## src/rtl/uart_tx_arbiter_if.sv

```systemverilog
// rtl/uart_tx_arbiter_if.sv - requester and UART TX byte-path bundle for uart_tx_arbiter
//
// Groups the per-requester valid/ready byte handshake and the UART TX byte
// path into one bundle.
//   req_valid/req_data/req_last : requester -> arbiter (req_data flattened, byte i at [8i+7:8i])
//   req_ready                   : arbiter -> requester, byte moves on valid&ready
//   tx_data/tx_send             : arbiter -> UART TX
//   tx_data_ready               : UART TX -> arbiter, high while the UART is idle
// The slave modport is the arbiter's view; master is the clients'/UART's view.

interface uart_tx_arbiter_if #(
  parameter int NUM_REQ = 4
);
  logic [NUM_REQ-1:0]   req_valid;
  logic [NUM_REQ*8-1:0] req_data;
  logic [NUM_REQ-1:0]   req_last;
  logic [NUM_REQ-1:0]   req_ready;
  logic [7:0]           tx_data;
  logic                 tx_send;
  logic                 tx_data_ready;

  modport slave (
    input  req_valid,
    input  req_data,
    input  req_last,
    input  tx_data_ready,
    output req_ready,
    output tx_data,
    output tx_send
  );

  modport master (
    output req_valid,
    output req_data,
    output req_last,
    output tx_data_ready,
    input  req_ready,
    input  tx_data,
    input  tx_send
  );
endinterface

```

## src/rtl/uart_tx_arbiter.sv

```systemverilog
// rtl/uart_tx_arbiter.sv - per-packet round-robin arbiter sharing one UART TX byte path
//
// Shares a single UART TX byte path between NUM_REQ requesters. A requester
// that hands over a byte without req_last keeps the grant until it delivers
// its last byte. Every byte goes through SEND (one tx_send strobe),
// WAIT_ACCEPT (UART must drop tx_data_ready within ACCEPT_TO cycles) and
// WAIT_DONE (UART raises tx_data_ready again = byte completed).
//
// Ports:
//   clk, rst_n   : clock, synchronous active-low reset
//   bus (slave)  : requester handshake + UART TX byte path
//   grant_valid  : a requester currently owns the TX path
//   grant_id     : index of the owning requester
//   accept_err   : one-cycle pulse when the UART never accepted a byte
//   byte_count   : bytes completed since reset, wrapping

module uart_tx_arbiter #(
  parameter int NUM_REQ   = 4,
  parameter int ACCEPT_TO = 16,
  parameter int CNT_W     = 16
) (
  input  logic                       clk,
  input  logic                       rst_n,
  uart_tx_arbiter_if.slave           bus,
  output logic                       grant_valid,
  output logic [$clog2(NUM_REQ)-1:0] grant_id,
  output logic                       accept_err,
  output logic [CNT_W-1:0]           byte_count
);

  localparam int ID_W = $clog2(NUM_REQ);
  localparam int TO_W = $clog2(ACCEPT_TO + 1);

  typedef enum logic [1:0] {
    ST_IDLE,
    ST_SEND,
    ST_WAIT_ACCEPT,
    ST_WAIT_DONE
  } state_t;

  state_t           r_state;
  logic [7:0]       r_tx_data;
  logic             r_tx_send;
  logic             r_grant_valid;
  logic [ID_W-1:0]  r_grant_id;
  logic             r_accept_err;
  logic [CNT_W-1:0] r_byte_count;
  logic             r_lock;
  logic [ID_W-1:0]  r_rr_ptr;
  logic [TO_W-1:0]  r_to_cnt;

  logic             w_cand_found;
  logic [ID_W-1:0]  w_cand_id;
  logic [ID_W-1:0]  w_scan_idx;
  logic [7:0]       w_cand_data;
  logic             w_cand_last;
  logic             w_xfer;
  logic [NUM_REQ-1:0] w_req_ready;

  // Candidate selection. While locked, only the owner (held in r_grant_id)
  // may be served. Otherwise scan from rr_ptr+1 upward with wrap; the scan
  // runs from the farthest position back to the nearest so the nearest
  // valid requester is the last one written and wins.
  always_comb begin
    w_cand_found = 1'b0;
    w_cand_id    = '0;
    w_scan_idx   = '0;
    if (r_lock) begin
      w_cand_found = bus.req_valid[r_grant_id];
      w_cand_id    = r_grant_id;
    end else begin
      for (int k = NUM_REQ; k >= 1; k--) begin
        w_scan_idx = ID_W'((int'(r_rr_ptr) + k) % NUM_REQ);
        if (bus.req_valid[w_scan_idx]) begin
          w_cand_found = 1'b1;
          w_cand_id    = w_scan_idx;
        end
      end
    end
  end

  assign w_cand_data = bus.req_data[{w_cand_id, 3'b000} +: 8];
  assign w_cand_last = bus.req_last[w_cand_id];

  // A byte is taken only from IDLE while the UART is idle. rst_n gating keeps
  // req_ready low during reset so no client believes a byte was accepted.
  assign w_xfer = rst_n && (r_state == ST_IDLE) && bus.tx_data_ready && w_cand_found;

  always_comb begin
    w_req_ready = '0;
    if (w_xfer) begin
      w_req_ready[w_cand_id] = 1'b1;
    end
  end

  always_ff @(posedge clk) begin
    if (!rst_n) begin
      r_state       <= ST_IDLE;
      r_tx_data     <= 8'h00;
      r_tx_send     <= 1'b0;
      r_grant_valid <= 1'b0;
      r_grant_id    <= '0;
      r_accept_err  <= 1'b0;
      r_byte_count  <= '0;
      r_lock        <= 1'b0;
      r_rr_ptr      <= ID_W'(NUM_REQ - 1);
      r_to_cnt      <= '0;
    end else begin
      r_tx_send    <= 1'b0;
      r_accept_err <= 1'b0;
      case (r_state)
        ST_IDLE: begin
          if (w_xfer) begin
            r_tx_data     <= w_cand_data;
            r_grant_id    <= w_cand_id;
            r_grant_valid <= 1'b1;
            r_tx_send     <= 1'b1;
            r_state       <= ST_SEND;
            // Lock and pointer are committed at capture, so a later accept
            // timeout does not undo the packet's arbitration state.
            if (w_cand_last) begin
              r_lock   <= 1'b0;
              r_rr_ptr <= w_cand_id;
            end else begin
              r_lock   <= 1'b1;
            end
          end
        end

        ST_SEND: begin
          r_to_cnt <= '0;
          r_state  <= ST_WAIT_ACCEPT;
        end

        ST_WAIT_ACCEPT: begin
          if (!bus.tx_data_ready) begin
            r_state <= ST_WAIT_DONE;
          end else if (r_to_cnt == TO_W'(ACCEPT_TO - 1)) begin
            r_accept_err  <= 1'b1;
            r_state       <= ST_IDLE;
            r_grant_valid <= r_lock;
          end else begin
            r_to_cnt <= r_to_cnt + 1'b1;
          end
        end

        ST_WAIT_DONE: begin
          if (bus.tx_data_ready) begin
            r_byte_count  <= r_byte_count + 1'b1;
            r_state       <= ST_IDLE;
            r_grant_valid <= r_lock;
          end
        end

        default: begin
          r_state <= ST_IDLE;
        end
      endcase
    end
  end

  assign bus.req_ready = w_req_ready;
  assign bus.tx_data   = r_tx_data;
  assign bus.tx_send   = r_tx_send;
  assign grant_valid   = r_grant_valid;
  assign grant_id      = r_grant_id;
  assign accept_err    = r_accept_err;
  assign byte_count    = r_byte_count;

endmodule
```

## src/flat_wrapper.sv

```systemverilog
// flat-port wrapper written by rule: the top's interface ports become plain ports
module uart_tx_arbiter_flat 
#(
  parameter int NUM_REQ   = 4,
  parameter int ACCEPT_TO = 16,
  parameter int CNT_W     = 16
)
  (clk, rst_n, grant_valid, grant_id, accept_err, byte_count, bus_req_valid, bus_req_data, bus_req_last, bus_tx_data_ready, bus_req_ready, bus_tx_data, bus_tx_send);
  uart_tx_arbiter_if #(.NUM_REQ(NUM_REQ)) bus_i ();
  input  logic clk;
  input  logic rst_n;
  output logic grant_valid;
  output logic [$clog2(NUM_REQ)-1:0] grant_id;
  output logic accept_err;
  output logic [CNT_W-1:0] byte_count;
  input wire logic [$bits(bus_i.req_valid)-1:0] bus_req_valid;
  input wire logic [$bits(bus_i.req_data)-1:0] bus_req_data;
  input wire logic [$bits(bus_i.req_last)-1:0] bus_req_last;
  input wire logic [$bits(bus_i.tx_data_ready)-1:0] bus_tx_data_ready;
  output wire logic [$bits(bus_i.req_ready)-1:0] bus_req_ready;
  output wire logic [$bits(bus_i.tx_data)-1:0] bus_tx_data;
  output wire logic [$bits(bus_i.tx_send)-1:0] bus_tx_send;
  assign bus_i.req_valid = bus_req_valid;
  assign bus_i.req_data = bus_req_data;
  assign bus_i.req_last = bus_req_last;
  assign bus_i.tx_data_ready = bus_tx_data_ready;
  assign bus_req_ready = bus_i.req_ready;
  assign bus_tx_data = bus_i.tx_data;
  assign bus_tx_send = bus_i.tx_send;
  uart_tx_arbiter #(.NUM_REQ(NUM_REQ), .ACCEPT_TO(ACCEPT_TO), .CNT_W(CNT_W)) u_core (.clk(clk), .rst_n(rst_n), .bus(bus_i), .grant_valid(grant_valid), .grant_id(grant_id), .accept_err(accept_err), .byte_count(byte_count));
endmodule
```

## config.mk

```make
export PLATFORM = sky130hd
export DESIGN_NAME = uart_tx_arbiter_flat
export DESIGN_NICKNAME = d
export VERILOG_FILES = /design/src/rtl/uart_tx_arbiter_if.sv /design/src/rtl/uart_tx_arbiter.sv /design/src/flat_wrapper.sv
export SDC_FILE = /design/constraint.sdc
export NUM_CORES = 1
export LEC_CHECK = 0
export ABC_AREA = 1
export CELL_PAD_IN_SITES_DETAIL_PLACEMENT = 0
export CELL_PAD_IN_SITES_GLOBAL_PLACEMENT = 1
export CORE_ASPECT_RATIO = 0.75
export CORE_UTILIZATION = 31
export DETAILED_ROUTE_END_ITERATION = 8
export GPL_TIMING_DRIVEN = 0
export PLACE_DENSITY_LB_ADDON = 0.1
export SLEW_MARGIN = 10
export SYNTH_ARGS = -nofsm -noshare
export SYNTH_HDL_FRONTEND = slang
export SYNTH_SLANG_ARGS = --single-unit
```

## constraint.sdc

```tcl
create_clock -name clk -period 2.67 [get_ports clk]
set_clock_uncertainty 0.2 [all_clocks]
set_input_delay 0.534 -clock clk [delete_from_list [all_inputs] [get_ports clk]]
set_output_delay 0.534 -clock clk [all_outputs]
set_load 0.005 [all_outputs]
```

==> results of run 1 <==
## logic make-up (layout without fill, tap and decap cells)
group                      count (synthesis)  in the layout  share of synthesized area
buffers and inverters                     59            154                      0.109
AOI/OAI and AO/OA                         47             47                      0.113
DFF                                       39             39                      0.338
and+or+nand+nor                          209            209                      0.413
adders and majority gates                  3              3                     0.0162
xor gates and xnor gates                   3              3                     0.0114
## per-stage QoR
step	setup TNS [ps]	setup WS, ps
final	0	93.2
after global routing	-110	-52.7
after CTS	0	4.16
after detailed placement	-3670	-1030
after global placement	-4610	-1110
after floorplan	0	366
## worst max-delay path, cell delays in order, from the launching register on
cell,delay [ps]
dfxtp_2,340
buf_6,140
clkinv_8,80
nand2_4,80
nand2_4,60
nand2_4,70
nand2_2,50
nand2_2,70
nand2_2,60
nand2_2,70
nand3_4,80
nand2_4,90
buf_6,130
inv_4,40
nor2_4,70
buf_2,110
## Yosys cell counts (2+ instances only)
cell / count / area [um^2]
nand4_1: 2 / 12.5
nand3_1: 42 / 210
nand2_1: 88 / 330
buf_2: 3 / 15.0
nor3_2: 3 / 30.0
nor2_1: 40 / 150
o21a_1: 2 / 15.0
nor3_1: 11 / 55.1
buf_6: 2 / 22.5
a21oi_1: 19 / 95.1
inv_1: 43 / 161
a211oi_1: 2 / 15.0
ha_1: 3 / 37.5
clkbuf_1: 3 / 11.3
nand3_2: 2 / 20.0
nand2_2: 10 / 62.6
buf_4: 2 / 15.0
xor2_1: 2 / 17.5
nor2_2: 6 / 37.5
o21ai_0: 19 / 95.1
inv_2: 5 / 18.8
dfxtp_1: 39 / 781
## flip-flops by register name, summed over array words and instances (netlist names), 2 cells and up
| name | count |
|---|---|
| u_core.bus.tx_data | 8 |
| u_core.r_to_cnt | 5 |
| u_core.grant_id | 2 |
| u_core.byte_count | 16 |
| u_core.r_rr_ptr | 2 |
| u_core.r_state | 2 |
## cells in the final DEF, fill, tap and decap left out, types with 2 or more instances in the layout
cell type,n
nand4_1,2
buf_2,5
nor2_1,37
inv_4,2
dfxtp_2,2
nand3_1,37
nand3_4,3
nand2_4,10
buf_6,6
xor2_1,2
dfxtp_1,37
nand2_2,14
nor2_2,8
o21ai_0,19
a21oi_1,19
inv_2,9
buf_4,12
inv_1,37
clkdlybuf4s15_1,2
o21a_1,2
ha_1,3
clkbuf_1,3
clkbuf_8,6
a211oi_1,2
nand3_2,4
nand2_1,75
dlygate4sd2_1,2
nor3_1,10
nor3_2,4
clkdlybuf4s50_1,65
## layout make-up
| type | count | share of cell area |
|---|---|---|
| buffer | 6 | 0.0109 |
| sequential | 39 | 0.220 |
| clock inverter | 2 | 0.00986 |
| inverter | 49 | 0.0567 |
| multi-input combinational | 262 | 0.402 |
| tap | 98 | 0.0345 |
| timing repair buffer | 91 | 0.242 |
| clock buffer | 6 | 0.0232 |
## repair_timing
action,CTS,global route
pin swaps,10,22
cloned,1,0
buffers inserted,12,3
gates resized for setup,50,38
endpoints found under the setup margin,4,4
## worst paths after layout
kind | slack (ps) | start | cells after the start | endpoint
setup / recovery | 90 | u_core.r_rr_ptr[0] | 15 | bus_req_ready[2]
hold / removal | 290 | u_core.r_to_cnt[0] | 2 | u_core.r_to_cnt[0]
setup reg to reg | 520 | u_core.r_rr_ptr[0] | 16 | u_core.r_rr_ptr[0]
hold reg to reg | 290 | u_core.r_to_cnt[0] | 2 | u_core.r_to_cnt[0]
## metal layers
metal | track usage | vias up
li1 | - | 1342
met5 | 0 | -
met2 | 0.270 | 56
met4 | 0.0391 | 0
met3 | 0.0465 | 4
met1 | 0.250 | 1124
## report_power, final
group          leakage, nW  internal, mW  switching (mW)  total, mW
Clock               0.0612         0.302           0.204      0.506
Sequential           0.316         0.665          0.0769      0.742
Combinational         1.11         0.862            1.11       1.97
Total                 1.49          1.83            1.39       3.22
==> flow_summary.ini, run 1 <==
[status]
status = finished clean

[power_and_ir_drop]
power.leakage_nw = 1.49
ir_worst_vdd_uv = 432
power_mw = 3.22
power.density_nw_per_um2 = 907

[synthesis]
synth_nets = 406
synth_top_flop_cell = dfxtp_1
yosysUniqueCellTypes = 34
syn_avg_cell_area_um2 = 6.42
synth_edf_count = 0
ys_seq_area_frac = 0.338
ys_ff_latch = 39
postSynthCellCount = 360
ys_warn_count = 0
async_reset_ff_frac = 0
syn-cell-area_um2 = 2310

[drt]
via_per_inst = 4.57
met2_length_mm = 2.86
remaining_drc_errors = 0
routed-wl-met3_um = 374
drt_iter0_drc = 56
first_pass_iters = 4
vias = 2526
highest_layer = met4
ant_nets = 0
wl_per_cell_um = 12.1
wl_mm = 6.71
met1Wirelength_mm = 3.44

[finish]
final_layout_size_suffix_gt1_frac = 0.207
postLayoutCellArea_um2 = 3550
finish.utilization = 0.508
nets = 500
antenna_cells = 0
fillers = 717
area_growth_pct = 53.6
multi_input_area_um2 = 1430
regArea_um2 = 783
finalNonFillerCells = 553

[worst_setup_path]
worstSetupStartpointType = flip-flop
arrival_ps = 1840
crit_type = flip-flop to output pin
endpoint_kind = output pin
critPathRequiredTime_ps = 1940
critPathMaxFanout = 6

[run]
cap_viol_max_count = 0

[min_path]
min_path_type = flip-flop to flip-flop

[sta]
fin_crit_sh = 0.965
tightest_slew_ps = 514
maxSlewViolCount = 0
period_minus_slack_ps = 2580
rsz0062_at_grt = yes
hold_violations = 0
slew_headroom = 0.658
setup_viol = 0
max_clock_freq_mhz = 388
whs_ps = 287

[global_route]
grt_max_degree = 13
grt_pass1_vias = 2335
antenna_found_initial = 0
grt.total_usage = 0.178
grt_first_pass_wirelength_mm = 11.0
gr-total-overflow = 0

[place]
place_area_um2 = 3190
gp_congestion = 0.758
io_buffer_count = 75
dp_cells = 533
dp_hpwl_mm = 4.97

[die]
die_x_um = 102
ioPinCount = 76
core_region_area_um2 = 6990
die_h_um = 76.8
fp.dieArea_um2 = 7810
row_count = 26
start_util = 0.331

[cts]
htree_num_levels = 2
clock-sinks = 39
insertion_delay_ps = 290
clk_path_buf_depth = 2
cts.clk_slew.worst_paths_ps = 80
cts_tree = yes
clockRootBuffer = clkbuf_8
cts_hold_buf = 0
cts_made_buffers = 5
Note: power is estimated with default switching activity, not from simulation.
==> run 2: changes to the inputs <==
--- a/config.mk
+++ b/config.mk
@@ -9,10 +9,12 @@
 export CELL_PAD_IN_SITES_DETAIL_PLACEMENT = 0
 export CELL_PAD_IN_SITES_GLOBAL_PLACEMENT = 1
 export CORE_ASPECT_RATIO = 0.75
+export CORE_MARGIN = 2
 export CORE_UTILIZATION = 31
 export DETAILED_ROUTE_END_ITERATION = 8
 export GPL_TIMING_DRIVEN = 0
 export PLACE_DENSITY_LB_ADDON = 0.1
+export SETUP_SLACK_MARGIN = 0.05
 export SLEW_MARGIN = 10
 export SYNTH_ARGS = -nofsm -noshare
 export SYNTH_HDL_FRONTEND = slang
==> flow_summary.ini, run 2 (synthesis results as in run 1) <==
[drt]
via_per_inst = 4.62
wl_mm = 6.51
first_pass_iters = 4
vias = 2562
wl_per_cell_um = 11.7
remaining_drc_errors = 0
ant_nets = 0
drt_iter0_drc = 66

[die]
start_util = 0.317
die_x_um = 104
row_count = 27
die_h_um = 78.8
core_region_area_um2 = 7300
ioPinCount = 76
fp.dieArea_um2 = 8170

[finish]
postLayoutCellArea_um2 = 3520
nets = 498
final_common_cell = nand2_1
final_cell_mix = nand2_1, clkdlybuf4s50_1, nor2_1
antenna_cells = 0
finish.utilization = 0.482
fillers = 796
final_layout_size_suffix_gt1_frac = 0.208
area_growth_pct = 52.2
largest_register_ffs = 16

[place]
pre_cts_ws_ps = -1070
place_area_um2 = 3190
dp_hpwl_mm = 5.00
io_buffer_count = 75
gp_congestion = 0.807

[sta]
tightest_slew_ps = 476
max_clock_freq_mhz = 390
rsz0062_at_grt = yes
slew_headroom = 0.683
setup_ws_ps = 108
maxSlewViolCount = 0
setup_viol = 0
fin_crit_sh = 0.960
hold_violations = 0
period_minus_slack_ps = 2560

[cts]
cts_tree = yes
clock-sinks = 39
htree_num_levels = 2
cts.clk_slew.worst_paths_ps = 80
clk_path_buf_depth = 2
cts_made_buffers = 5
insertion_delay_ps = 280
clockRootBuffer = clkbuf_8

[global_route]
grt_pass1_vias = 2448
grt_first_pass_wirelength_mm = 11.1
grt.total_usage = 0.167
antenna_found_initial = 0
gr-total-overflow = 0
grt_max_degree = 14

[worst_setup_path]
critPathRequiredTime_ps = 1940
r2r_start = u_core.r_to_cnt[1]
endpoint_kind = output pin
critPathMaxFanout = 4
worstSetupStartpointType = flip-flop
arrival_ps = 1830
worstSetupStartpoint = u_core.r_rr_ptr[0]
crit_type = flip-flop to output pin

[min_path]
min_from = u_core.r_to_cnt[1]
min_path_type = flip-flop to flip-flop

[power_and_ir_drop]
ir_worst_vdd_uv = 393
power.leakage_nw = 1.46
power.density_nw_per_um2 = 880

[status]
status = finished clean

[run]
cap_viol_max_count = 0
-- run 2: what timing repair did --
| action | CTS | global route |
|---|---|---|
| endpoints found under the setup margin | 4 | 4 |
| setup buffers | 8 | 1 |
| gates resized for setup | 52 | 33 |
| hold buffers | 0 | 0 |
| gates cloned | 1 | 0 |
| pin swaps | 9 | 11 |
-- run 2: layer usage --
metal / vias to the layer above / track usage / wire, um
met5: - / 0 / 0
met4: 0 / 0.0351 / 72
met3: 7 / 0.0476 / 350
met2: 46 / 0.270 / 2810
met1: 1168 / 0.222 / 3270
li1: 1341 / - / -
-- run 2: path summary, 6_finish.rpt --
check / end / slack [ps] / depth (start not counted)
max: bus_req_ready[0] / 110 / 12
min reg2reg: u_core.r_to_cnt[1] / 290 / 2
min: u_core.r_to_cnt[1] / 290 / 2
max reg2reg: u_core.r_to_cnt[3] / 550 / 12
-- run 2: worst max-delay path, cell delays in order (launching register included) --
cell and delay (ps):
dfxtp_2 330, clkbuf_4 160, o21ai_4 200, nand2_4 70
nand2_2 70, nand2_2 70, nand3_2 100, nand3_4 100
nand2_4 100, buf_6 100, nand2_2 50, nor2_1 90
buf_2 110
-- run 2: power breakdown --
| group | total [mW] | internal, mW | switching [mW] | leakage, nW |
|---|---|---|---|---|
| clock | 0.490 | 0.278 | 0.211 | 0.0581 |
| combinational | 1.87 | 0.821 | 1.05 | 1.09 |
| sequential | 0.738 | 0.665 | 0.0731 | 0.316 |
| total | 3.10 | 1.76 | 1.33 | 1.46 |
-- run 2: cell type report --
| class | instances | area, um^2 | area share |
|---|---|---|---|
| Multi-Input combinational cell | 262 | 1420 | 0.403 |
| Timing Repair Buffer | 85 | 797 | 0.227 |
| Sequential cell | 39 | 783 | 0.223 |
| Inverter | 49 | 196 | 0.0558 |
| Tap cell | 101 | 126 | 0.0359 |
| Buffer | 10 | 83.8 | 0.0238 |
| Clock buffer | 5 | 68.8 | 0.0196 |
| Clock inverter | 3 | 43.8 | 0.0124 |
-- run 2: through the flow --
step	hold slack (ps)	total power, mW	setup TNS [ps]	std cells
after floorplan	256	1.77	0	360
after global placement	278	2.24	-4280	536
after detailed placement	281	2.23	-4280	536
after CTS	292	2.99	0	553
after global routing	318	3.38	-48.9	554
final	294	3.10	0	554
==> run 3: changes to the inputs <==
--- a/config.mk
+++ b/config.mk
@@ -15,7 +15,7 @@
 export GPL_TIMING_DRIVEN = 0
 export PLACE_DENSITY_LB_ADDON = 0.1
 export SETUP_SLACK_MARGIN = 0.05
-export SLEW_MARGIN = 10
+export SLEW_MARGIN = 20
 export SYNTH_ARGS = -nofsm -noshare
 export SYNTH_HDL_FRONTEND = slang
 export SYNTH_SLANG_ARGS = --single-unit
==> results of run 3 <==
Same layout as run 2: the final DEF is identical, and so are final timing and power.
